$ cat src/rtl/display_sched_pkg.sv
// rtl/display_sched_pkg.sv - shared types and widths for the display write scheduler
package display_sched_pkg;

  localparam int DISP_ADDR_W = 20;
  localparam int DISP_DATA_W = 16;

  typedef enum logic [1:0] {
    IDLE      = 2'd0,
    PULSE     = 2'd1,
    WAIT_BUSY = 2'd2,
    FLIP_WAIT = 2'd3
  } sched_state_t;

endpackage

$ cat src/rtl/sync_fifo.sv
// rtl/sync_fifo.sv - single-clock FIFO with registered read data on pop
module sync_fifo #(
  parameter int WIDTH = 36,
  parameter int DEPTH = 8,
  localparam int AW   = $clog2(DEPTH)
) (
  input  logic             clk,
  input  logic             reset,
  input  logic             push,
  input  logic [WIDTH-1:0] push_data,
  input  logic             pop,
  output logic [WIDTH-1:0] pop_data,
  output logic             full,
  output logic             empty,
  output logic [AW:0]      level
);

  localparam logic [AW-1:0] PTR_ONE  = 1;
  localparam logic [AW:0]   LVL_ONE  = 1;
  localparam logic [AW:0]   LVL_FULL = DEPTH[AW:0];

  logic [WIDTH-1:0] mem [DEPTH];
  logic [AW-1:0]    wr_ptr;
  logic [AW-1:0]    rd_ptr;
  logic [AW:0]      count;
  logic             do_push;
  logic             do_pop;

  assign full    = (count == LVL_FULL);
  assign empty   = (count == '0);
  assign level   = count;
  assign do_push = push && !full;
  assign do_pop  = pop && !empty;

  // Storage array; contents need no reset because count gates visibility.
  always_ff @(posedge clk) begin
    if (do_push) mem[wr_ptr] <= push_data;
  end

  // Pointers, occupancy and the registered head word handed out on pop.
  always_ff @(posedge clk or posedge reset) begin
    if (reset) begin
      wr_ptr   <= '0;
      rd_ptr   <= '0;
      count    <= '0;
      pop_data <= '0;
    end else begin
      if (do_push) wr_ptr <= wr_ptr + PTR_ONE;
      if (do_pop) begin
        rd_ptr   <= rd_ptr + PTR_ONE;
        pop_data <= mem[rd_ptr];
      end
      case ({do_push, do_pop})
        2'b10:   count <= count + LVL_ONE;
        2'b01:   count <= count - LVL_ONE;
        default: count <= count;
      endcase
    end
  end

endmodule

$ cat src/rtl/display_write_scheduler.sv
// rtl/display_write_scheduler.sv - buffers CPU pixel writes and sequences display writes and flips
module display_write_scheduler
  import display_sched_pkg::*;
#(
  parameter int FIFO_DEPTH      = 8,
  parameter int WR_PULSE_CYCLES = 3,
  parameter int FLIP_ON_VBLANK  = 1
) (
  input  logic                        clk,
  input  logic                        reset,
  input  logic                        req_valid,
  input  logic [DISP_ADDR_W-1:0]      req_addr,
  input  logic [DISP_DATA_W-1:0]      req_data,
  output logic                        req_ready,
  input  logic                        flip_req,
  input  logic                        vblank,
  input  logic                        display_busy,
  output logic [DISP_ADDR_W-1:0]      display_addr,
  output logic [DISP_DATA_W-1:0]      display_data,
  output logic                        display_wr,
  output logic                        display_flip_framebuffer,
  output logic                        flip_pending,
  output logic [$clog2(FIFO_DEPTH):0] fifo_level,
  output logic                        idle
);

  localparam int WORD_W = DISP_ADDR_W + DISP_DATA_W;
  localparam logic [2:0] PULSE_LOAD = 3'(WR_PULSE_CYCLES - 1);

  sched_state_t      state;
  logic [2:0]        pulse_cnt;
  logic              prev_vblank;
  logic              fifo_full;
  logic              fifo_empty;
  logic              push;
  logic              pop;
  logic              flip_fire;
  logic [WORD_W-1:0] head_word;

  assign req_ready = !fifo_full;
  assign push      = req_valid && req_ready;
  // The FSM only consumes an entry when it can start a write right away.
  assign pop       = (state == IDLE) && !fifo_empty && !display_busy;
  // With vblank gating disabled the flip goes out on the first FLIP_WAIT cycle.
  assign flip_fire = (state == FLIP_WAIT) &&
                     ((FLIP_ON_VBLANK == 0) || (vblank && !prev_vblank));

  assign display_addr = head_word[WORD_W-1:DISP_DATA_W];
  assign display_data = head_word[DISP_DATA_W-1:0];
  assign idle         = fifo_empty && (state == IDLE) && !flip_pending;

  sync_fifo #(
    .WIDTH (WORD_W),
    .DEPTH (FIFO_DEPTH)
  ) u_fifo (
    .clk       (clk),
    .reset     (reset),
    .push      (push),
    .push_data ({req_addr, req_data}),
    .pop       (pop),
    .pop_data  (head_word),
    .full      (fifo_full),
    .empty     (fifo_empty),
    .level     (fifo_level)
  );

  // Write/flip sequencer: strobe timing, busy handshake, flip flag and vblank edge detect.
  always_ff @(posedge clk or posedge reset) begin
    if (reset) begin
      state                    <= IDLE;
      pulse_cnt                <= '0;
      display_wr               <= 1'b0;
      display_flip_framebuffer <= 1'b0;
      flip_pending             <= 1'b0;
      prev_vblank              <= 1'b1;
    end else begin
      prev_vblank              <= vblank;
      display_flip_framebuffer <= 1'b0;

      // A request landing on the issuing cycle re-arms the flag for the next frame.
      if (flip_fire)     flip_pending <= flip_req;
      else if (flip_req) flip_pending <= 1'b1;

      case (state)
        IDLE: begin
          if (pop) begin
            display_wr <= 1'b1;
            pulse_cnt  <= PULSE_LOAD;
            state      <= PULSE;
          end else if (flip_pending && fifo_empty) begin
            state <= FLIP_WAIT;
          end
        end
        PULSE: begin
          if (pulse_cnt == 3'd0) begin
            display_wr <= 1'b0;
            state      <= WAIT_BUSY;
          end else begin
            pulse_cnt <= pulse_cnt - 3'd1;
          end
        end
        WAIT_BUSY: begin
          if (!display_busy) state <= IDLE;
        end
        FLIP_WAIT: begin
          if (flip_fire) begin
            display_flip_framebuffer <= 1'b1;
            state                    <= IDLE;
          end
        end
        default: state <= IDLE;
      endcase
    end
  end

endmodule

$ cat config.mk
export PLATFORM = sky130hd
export DESIGN_NAME = display_write_scheduler
export DESIGN_NICKNAME = d
export VERILOG_FILES = /design/src/rtl/display_sched_pkg.sv /design/src/rtl/sync_fifo.sv /design/src/rtl/display_write_scheduler.sv
export SDC_FILE = /design/constraint.sdc
export NUM_CORES = 1
export LEC_CHECK = 0
export ABC_AREA = 0
export ABC_CLOCK_PERIOD_IN_PS = 6200
export CAP_MARGIN = 20
export CORE_MARGIN = 3
export CORE_UTILIZATION = 45
export DETAILED_ROUTE_END_ITERATION = 16
export GPL_ROUTABILITY_DRIVEN = 0
export PLACE_DENSITY = 0.61
export RECOVER_POWER = 100
export SYNTH_ARGS = -nofsm -noshare
export SYNTH_HDL_FRONTEND = slang
export SYNTH_SLANG_ARGS = --single-unit
$ cat constraint.sdc
create_clock -name clk -period 6.2 [get_ports clk]
set_input_delay 1.24 -clock clk [delete_from_list [all_inputs] [get_ports clk]]
set_output_delay 1.24 -clock clk [all_outputs]
set_load 0.03 [all_outputs]
* Word-level counts from Yosys, hierarchy flattened
Memory sizes are Yosys's and may differ from the RTL's. A register that Yosys moved wholly into a read port is not among the register bits.
Cells that the tools add are included.
** Word-level totals
- Bits in registers :: 19
- Memory bits (writable) :: 288
- Logic and storage cells :: 70
- Memories kept :: 1
** Memories
- u_fifo.mem :: depth 8, bits a word 36, rd ports 1, clocked after memory_dff 1, write ports 1, line sync_fifo.sv:22 : logic [WIDTH-1:0] mem [DEPTH];
** Operators by class
- Add/subtract/negate cells :: 5
- Equal/unequal tests :: 12
- Multiplexer cells :: 19
- Reductions and logical operators :: 24
** Operators by type and width (count)
- 1-bit logical AND :: 10
- 2-bit two-way mux :: 5
- 1-bit two-way mux :: 8
- 2-bit != test (second input constant) :: 4
- 2-bit case mux with 4 select lines :: 1
- 4-bit case mux with 2 select lines :: 1
- 3-bit by 1-bit adder with 3-bit output (second input constant) :: 2
- 2-bit equality test (second input constant) :: 3
- 3-bit two-way mux :: 2
- 3-bit case mux with 2 select lines :: 1
- 3-bit AND reduction :: 2
- 2-bit nonzero test :: 3
- 1-bit logical NOT :: 5
- 4-bit by 1-bit adder with 4-bit output (second input constant) :: 1
- 2-bit by 1-bit equality test with 1-bit output (second input constant) :: 2
- 4-bit equality test (second input constant) :: 1
- 4-bit logical NOT :: 1
- 4-bit AND reduction :: 1
- 4-bit by 1-bit subtractor with 4-bit output (second input constant) :: 1
- 3-bit logical NOT :: 1
- 3-bit by 1-bit != test with 1-bit output (second input constant) :: 1
- 3-bit by 1-bit subtractor with 3-bit output (second input constant) :: 1
- 2-bit logical NOT :: 1
- 2-bit by 1-bit != test with 1-bit output (second input constant) :: 1
- 1-bit case mux with 2 select lines :: 1

* Logic depth before layout (Yosys ltp)
Gate-level depths: netlist of run 1.
- Word-level depth :: 7
- Depth in mapped cells :: 12

* By module
A second synthesis of run 1 with hierarchy kept.
** Second synthesis, totals
- Cells, all modules :: 771
- Area, all modules :: 13381.6 um2
** Modules (own cells, without submodules)
- sync_fifo :: times used 1, cells an instance 724, area an instance 12917.4 um2, sequential area each 9799.4 um2
- display_write_scheduler :: times used 1, cells an instance 47, area an instance 464.2 um2, sequential area each 226.5 um2

* Least setup slack after synthesis of run 1
OpenSTA, ideal clock, no wires.
- Kind :: input -> register
- From :: in req_valid
- To :: mem u_fifo.mem[0][0], enable pin
- Arrival :: 4104 ps
- Required time :: 5726 ps
- Path slack :: 1622 ps
- Stages on the path :: 3
- Path buffers :: 0
- Cell sequence :: nand2_2 or2_2 nor3_1
** Between the ends
- Word-level cells in the longest chain between the ends :: 4
** Ends and longest elaborated chain
- from (decl) :: line display_write_scheduler.sv:11 : input logic req_valid,
- 1-bit logical AND :: line display_write_scheduler.sv:41 : assign push = req_valid && req_ready;
- 1-bit logical AND :: line sync_fifo.sv:32 : assign do_push = push && !full;
- 1-bit two-way mux :: line sync_fifo.sv:37 : if (do_push) mem[wr_ptr] <= push_data;
- 1-bit two-way mux (not written as such) :: line sync_fifo.sv:37
- to (decl) :: line sync_fifo.sv:22
Every way passes these cells.

* Worst setup path after layout of run 1
- From :: in req_valid
- To :: mem u_fifo.mem[6][29], enable pin
The elaborated chain is that of the path after synthesis.

==> metrics.yaml, run 1 <==
job:
  cap_violations: 9
logic_synthesis:
  synth_common_cells: "edfxtp_1 (288), dfrtp_1 (54), mux4_2 (54)"
  netlist_area_um2: 13200
  avgSynthCellArea_um2: 20.8
  synth_edf_count: 288
  yosys_warnings: 0
  synth.most_common_cell: "edfxtp_1"
  ys_seq_elements: 343
  seq_area_frac_synth_pct: 75.8
  yosysTopAreaCellShare_pct: 65.4
  synth_area_leaders: "edfxtp_1 (65%), dfrtp_1 (10%), mux4_2 (9.2%)"
  async_flop_share_pct: 16.0
  syn_inst: 637
  netlist-cell-type-count: 43
  syn-num-nets: 686
  synth_top_area_cell: "edfxtp_1"
  synth_top_flop_cell: "edfxtp_1"
clock_tree:
  cts-root-buf: "clkbuf_16"
  cts_made_buffers: 36
  cts_hold_buf: 0
  cts_post_setup_buffers_inserted: 0
  insertion_delay_ns: 0.50
  postCtsResizedCells: 0
  cts_max_path_buffers: 3
  clock-sinks: 343
  cts.clk_slew.worst_paths_ns: 0.06
  htree_levels: 2
  cts_tree: "yes"
grt:
  grt_max_degree: 77
  grt_pass1_vias: 6656
  grt_pass1_wl_mm: 38.6
  antenna_found_initial: 4
  grt-ovfl-total: 0
  grt_use_total_pct: 16.2
finish:
  fill_cells: 2276
  seqCellArea_um2: 10000
  layout-drive-gt1-share_pct: 14.9
  nNetsFinal: 789
  multi_input_area_um2: 2930
  areaGrowthSynthToFinish_pct: 17.1
detailed_routing:
  ant_nets: 0
  via_count: 6189
  drc: 0
  first_pass_iters: 4
  wl_per_cell_um: 21.5
  wl_mm: 24.7
  viasPerCell: 5.38
  drt_iter0_drc: 375
worst_hold_path:
  hold_start: "u_fifo.pop_data[29]$_DFFE_PP0P_"
  hp-class: "flip-flop to flip-flop"
timing:
  maxSlewHeadroom_pct: -93.4
  finClkSkew_ns: 0.0109
  post-route-period-util_pct: 75.8
  maxSlewViolCount: 260
  period_minus_slack_ns: 4.70
  fmax_ghz: 0.213
  worst_pin_slew_ns: 2.90
  hold_violations: 0
  rsz0062_at_grt: "false"
  setup_viol: 0
  setup_tns_ns: 0
  holdWs_ns: 0.529
critical_path:
  critPathLaunchType: "primary input"
  crit_slowest_cell: "nor2_1"
  r2r-start: "u_fifo.level[1]$_DFFE_PP0P_"
  cp-startpoint: "req_valid"
  timing_worst_setup_path_type: "primary input to flip-flop"
  crit_chain: "dlygate4sd3_1 > nand2_1 > or2_0 > nor2_1 > clkbuf_1"
  critical_path_peak_fanout: 20
  max_stage_delay_ns: 1.36
  cp.required_ns: 6.30
  crit_path_end_kind: "flip-flop"
  arrival_ns: 4.80
die:
  num_io_pins: 87
  die_x_um: 177
  initial_core_util_pct: 45.9
  coreArea_um2: 28900
  num_rows: 62
  die-area_um2: 31500
  fp.dieH_um: 177
status:
  violations: "capacitance limit, slew limit"
  status: "finished, violations left"
power_and_ir_drop:
  leakagePower_nw: 5.22
  peakVddDrop_uv: 287
  power_density_nw_per_um2: 478
placed_design:
  port_buffers: 86
  dp_hpwl_mm: 13.1
per-layer routing:
layer / global-route usage (%) / vias up / wire length, um
met5: 0 / - / 30
met4: 4.12 / 4 / 466
met3: 3.06 / 42 / 1020
met2: 26.6 / 135 / 12100
met1: 22.5 / 3234 / 11100
li1: - / 2774 / -
power breakdown:
part           internal, mW  total (mW)  switching (mW)
combinational         0.946        1.96            1.01
sequential             2.99        3.43           0.432
clock                  1.21        2.02           0.809
cell usage in the layout (no fill, tap or decap), types with 3 or more instances in the layout:
cell type / instances
a21oi_1: 40
buf_4: 3
clkbuf_1: 26
clkbuf_16: 37
clkinv_2: 4
dfrtp_1: 51
dfrtp_4: 3
dlygate4sd3_1: 85
edfxtp_1: 288
ha_1: 7
inv_1: 5
mux2i_1: 37
mux4_1: 18
mux4_2: 54
nand2_1: 6
nand2b_1: 4
nor2_1: 46
nor2_4: 3
o21ai_0: 6
xnor2_1: 4
xor2_1: 4
through the flow:
| step | total power, mW | util [%] | cells | cell area [um2] | setup WS (ns) |
|---|---|---|---|---|---|
| floorplan | 4.89 | - | 637 | 13200 | 1.62 |
| global placement | 5.50 | 50.1 | 1086 | 14500 | 2.52 |
| detailed placement | 5.55 | 50.1 | 1086 | 14500 | 2.36 |
| CTS | 7.59 | 53.9 | 1150 | 15600 | 2.36 |
| global route | 7.81 | 53.7 | 1151 | 15500 | 1.18 |
| finish | 7.40 | 53.7 | 1151 | 15500 | 1.50 |
layout make-up:
type	count	area share, %
Timing Repair Buffer	97	5.90
Sequential cell	343	64.8
Multi-Input combinational cell	256	18.9
Clock inverter	7	0.541
Tap cell	384	3.10
Clock buffer	57	6.59
Inverter	6	0.153
Antenna cell	1	0.0162
worst paths after layout:
path | endpoint | slack [ns] | cells past startpoint
worst min register to register | u_fifo.pop_data[29]$_DFFE_PP0P_ | 0.53 | 2
min in group asynchronous | u_fifo.pop_data[11]$_DFFE_PP0P_ | 1.47 | 3
max in group asynchronous | u_fifo.rd_ptr[0]$_DFFE_PP0P_ | 4.13 | 3
worst max-delay path | u_fifo.mem[6][29]$_DFFE_PP_ | 1.50 | 5
worst min-delay path | u_fifo.pop_data[29]$_DFFE_PP0P_ | 0.53 | 2
worst max register to register | u_fifo.mem[6][29]$_DFFE_PP_ | 2.09 | 5
cell families (layout without fill, tap and decap cells):
kind of cell | count (synthesis) | in the layout | synth area share [%]
flops | 343 | 343 | 75.8
xor+xnor | 8 | 8 | 0.529
buf+inv | 38 | 167 | 2.13
fa+ha+maj | 7 | 7 | 0.662
compound gates | 56 | 56 | 2.33
other cells | 0 | 1 | 0
simple gates | 73 | 73 | 2.73
mux | 112 | 112 | 15.8
flip-flops by register name (all words and copies together) (netlist names):
register,flops
u_fifo.wr_ptr,3
u_fifo.rd_ptr,3
display_flip_framebuffer,1
display_wr,1
prev_vblank,1
u_fifo.pop_data,36
u_fifo.level,4
u_fifo.mem,288
flip_pending,1
state,2
pulse_cnt,3
worst max-delay path, delay by kind of cell:
kind,cells,cell delay [ns]
buffers and inverters,2,1.67
and+or+nand+nor,3,1.88
Note: power is estimated with default switching activity, not from simulation.
==> inputs of run 2 (changes only) <==
--- a/config.mk
+++ b/config.mk
@@ -6,13 +6,13 @@
 export NUM_CORES = 1
 export LEC_CHECK = 0
 export ABC_AREA = 0
-export ABC_CLOCK_PERIOD_IN_PS = 6200
+export ABC_CLOCK_PERIOD_IN_PS = 3810
 export CAP_MARGIN = 20
 export CORE_MARGIN = 3
 export CORE_UTILIZATION = 45
 export DETAILED_ROUTE_END_ITERATION = 16
 export GPL_ROUTABILITY_DRIVEN = 0
-export PLACE_DENSITY = 0.61
+export PLACE_DENSITY = 0.64
 export RECOVER_POWER = 100
 export SYNTH_ARGS = -nofsm -noshare
 export SYNTH_HDL_FRONTEND = slang
==> constraint.sdc (replaced) <==
create_clock -name clk -period 3.81 [get_ports clk]
set_input_delay 0.762 -clock clk [delete_from_list [all_inputs] [get_ports clk]]
set_output_delay 0.762 -clock clk [all_outputs]
set_load 0.03 [all_outputs]
==> run 2 against run 1 <==
  * The flow still finishes with violations (capacitance limit, slew limit)
  * Non-clock buffer count rose by 4
  * Via count rose by 0.27%
  * Final area rose by 1.2%
  * Register-to-register slack got worse by 1.7 ns
  * Clock-buffer cell count fell by 12
  * Total power rose by 68%
  * Largest cell class unchanged
  * Largest power group unchanged
==> metrics.yaml, run 2 (same netlist as run 1, synthesis figures left out) <==
worst_hold_path:
  hp-class: "flip-flop to flip-flop"
finish:
  layout-drive-gt1-share_pct: 17.5  # +2.6 points
  antennaDiodeCount: 0  # -1
  nNetsFinal: 793  # +0.51%
  final_cell_mix: "edfxtp_1 (288), dlygate4sd3_1 (83), mux4_2 (54)"
  top_register: "u_fifo.mem"
  areaGrowthSynthToFinish_pct: 18.5
  largest_reg_flops: 288  # unchanged
  final_common_cell: "edfxtp_1"
critical_path:
  critPathLaunchType: "flip-flop"
  cp.required_ns: 3.98  # -2.32 ns
  critical_path_peak_fanout: 19  # -5.0%
  crit_path_end_kind: "flip-flop"
  timing_worst_setup_path_type: "flip-flop to flip-flop"
  arrival_ns: 3.55  # -1.25 ns
placed_design:
  port_buffers: 86  # unchanged
  dp_hpwl_mm: 13.9  # +6.7%
  place_ws_ns: 0.862  # -1.50 ns
die:
  num_io_pins: 87  # unchanged
  fp.dieH_um: 177  # unchanged
  die-area_um2: 31500  # unchanged
  die_x_um: 177  # unchanged
  num_rows: 62  # unchanged
  coreArea_um2: 28900  # unchanged
  initial_core_util_pct: 45.9  # unchanged
grt:
  antenna_found_initial: 2  # -2
  grt_max_degree: 74  # -3.9%
  grt_pass1_wl_mm: 38.5  # -0.23%
  grt-ovfl-total: 0  # unchanged
  grt_pass1_vias: 6732  # +1.1%
  grt_use_total_pct: 16.0  # -0.17 points
timing:
  setup_viol: 0  # unchanged
  maxSlewViolCount: 196  # -25%
  maxSlewHeadroom_pct: -48.0  # +45 points
  hold_violations: 0  # unchanged
  layout_setup_ws_ns: 0.428  # -1.07 ns
  setup_tns_ns: 0  # unchanged
  fmax_ghz: 0.296
  worst_pin_slew_ns: 2.22  # -0.681 ns
  rsz0062_at_grt: "false"
  post-route-period-util_pct: 88.8
  finClkSkew_ns: 0.0109  # +0.0000508 ns
  period_minus_slack_ns: 3.38
clock_tree:
  clock-sinks: 343  # unchanged
  cts_hold_buf: 0  # unchanged
  cts_made_buffers: 36  # unchanged
  cts_post_setup_buffers_inserted: 0  # unchanged
  cts.clk_slew.worst_paths_ns: 0.06  # about the same
  insertion_delay_ns: 0.51  # about the same
  cts-root-buf: "clkbuf_16"
  htree_levels: 2  # unchanged
  cts_max_path_buffers: 3  # unchanged
  cts_tree: "yes"
  postCtsResizedCells: 0  # unchanged
detailed_routing:
  ant_nets: 0  # unchanged
  wl_per_cell_um: 21.4  # -0.14%
  viasPerCell: 5.37  # -0.16%
  first_pass_iters: 4  # unchanged
  drt_iter0_drc: 525  # +40%
  via_count: 6206  # +0.27%
  wl_mm: 24.8  # +0.29%
  drc: 0  # unchanged
status:
  status: "finished, violations left"
  violations: "capacitance limit, slew limit"
power_and_ir_drop:
  leakagePower_nw: 5.32  # +2.0%
  peakVddDrop_uv: 407  # +42%
  power_density_nw_per_um2: 791  # +66%
job:
  cap_violations: 4  # -5
run 2: area by class of cell:
class                           instances  area (um2)
Fill cell                            2250       13200
Clock buffer                           45         986
Multi-Input combinational cell        256        2960
Inverter                                6        22.5
Clock inverter                         21         241
Tap cell                              384         480
Timing Repair Buffer                  101         956
Sequential cell                       343       10000
run 2: worst paths after layout:
| check | from | endpoint | slack, ns | depth (start not counted) |
|---|---|---|---|---|
| min reg2reg | u_fifo.pop_data[27]$_DFFE_PP0P_ | u_fifo.pop_data[27]$_DFFE_PP0P_ | 0.52 | 2 |
| max reg2reg | u_fifo.level[1]$_DFFE_PP0P_ | u_fifo.mem[5][24]$_DFFE_PP_ | 0.43 | 4 |
| min in group asynchronous | reset | u_fifo.pop_data[22]$_DFFE_PP0P_ | 1.26 | 3 |
| max in group asynchronous | reset | u_fifo.rd_ptr[1]$_DFFE_PP0P_ | 1.39 | 3 |
| max | u_fifo.level[1]$_DFFE_PP0P_ | u_fifo.mem[5][24]$_DFFE_PP_ | 0.43 | 4 |
| min | u_fifo.pop_data[27]$_DFFE_PP0P_ | u_fifo.pop_data[27]$_DFFE_PP0P_ | 0.52 | 2 |
run 2: stage by stage:
step	util [%]	total power, mW	cells	instance area [um2]	hold WS (ns)
3_3_place_gp	50.3	8.96	1090	14500	0.513
3_5_place_dp	50.3	9.09	1090	14500	0.517
2_1_floorplan	-	7.95	637	13200	0.487
5_1_grt	54.3	13.0	1156	15700	0.554
4_1_cts	54.6	12.7	1156	15700	0.534
6_report	54.3	12.4	1156	15700	0.523
run 2: layer usage:
layer	up-vias	part of all wire (%)	GRT usage, %
met5	-	0.052	0
met4	2	2.0	4.65
met3	38	3.6	2.46
met2	140	50	27.1
met1	3240	44	21.7
li1	2786	-	-
run 2: power by group:
part	internal, mW	switching, mW
sequential	4.85	0.691
clock	2.18	1.37
combinational	1.60	1.70
total	8.64	3.77
run 2: critical path, stage by stage, from the launching register on:
cell	delay [ns]
dfrtp_1	0.53
or4b_1	0.26
nand3_1	0.27
nor2_1	1.47
clkbuf_2	0.50
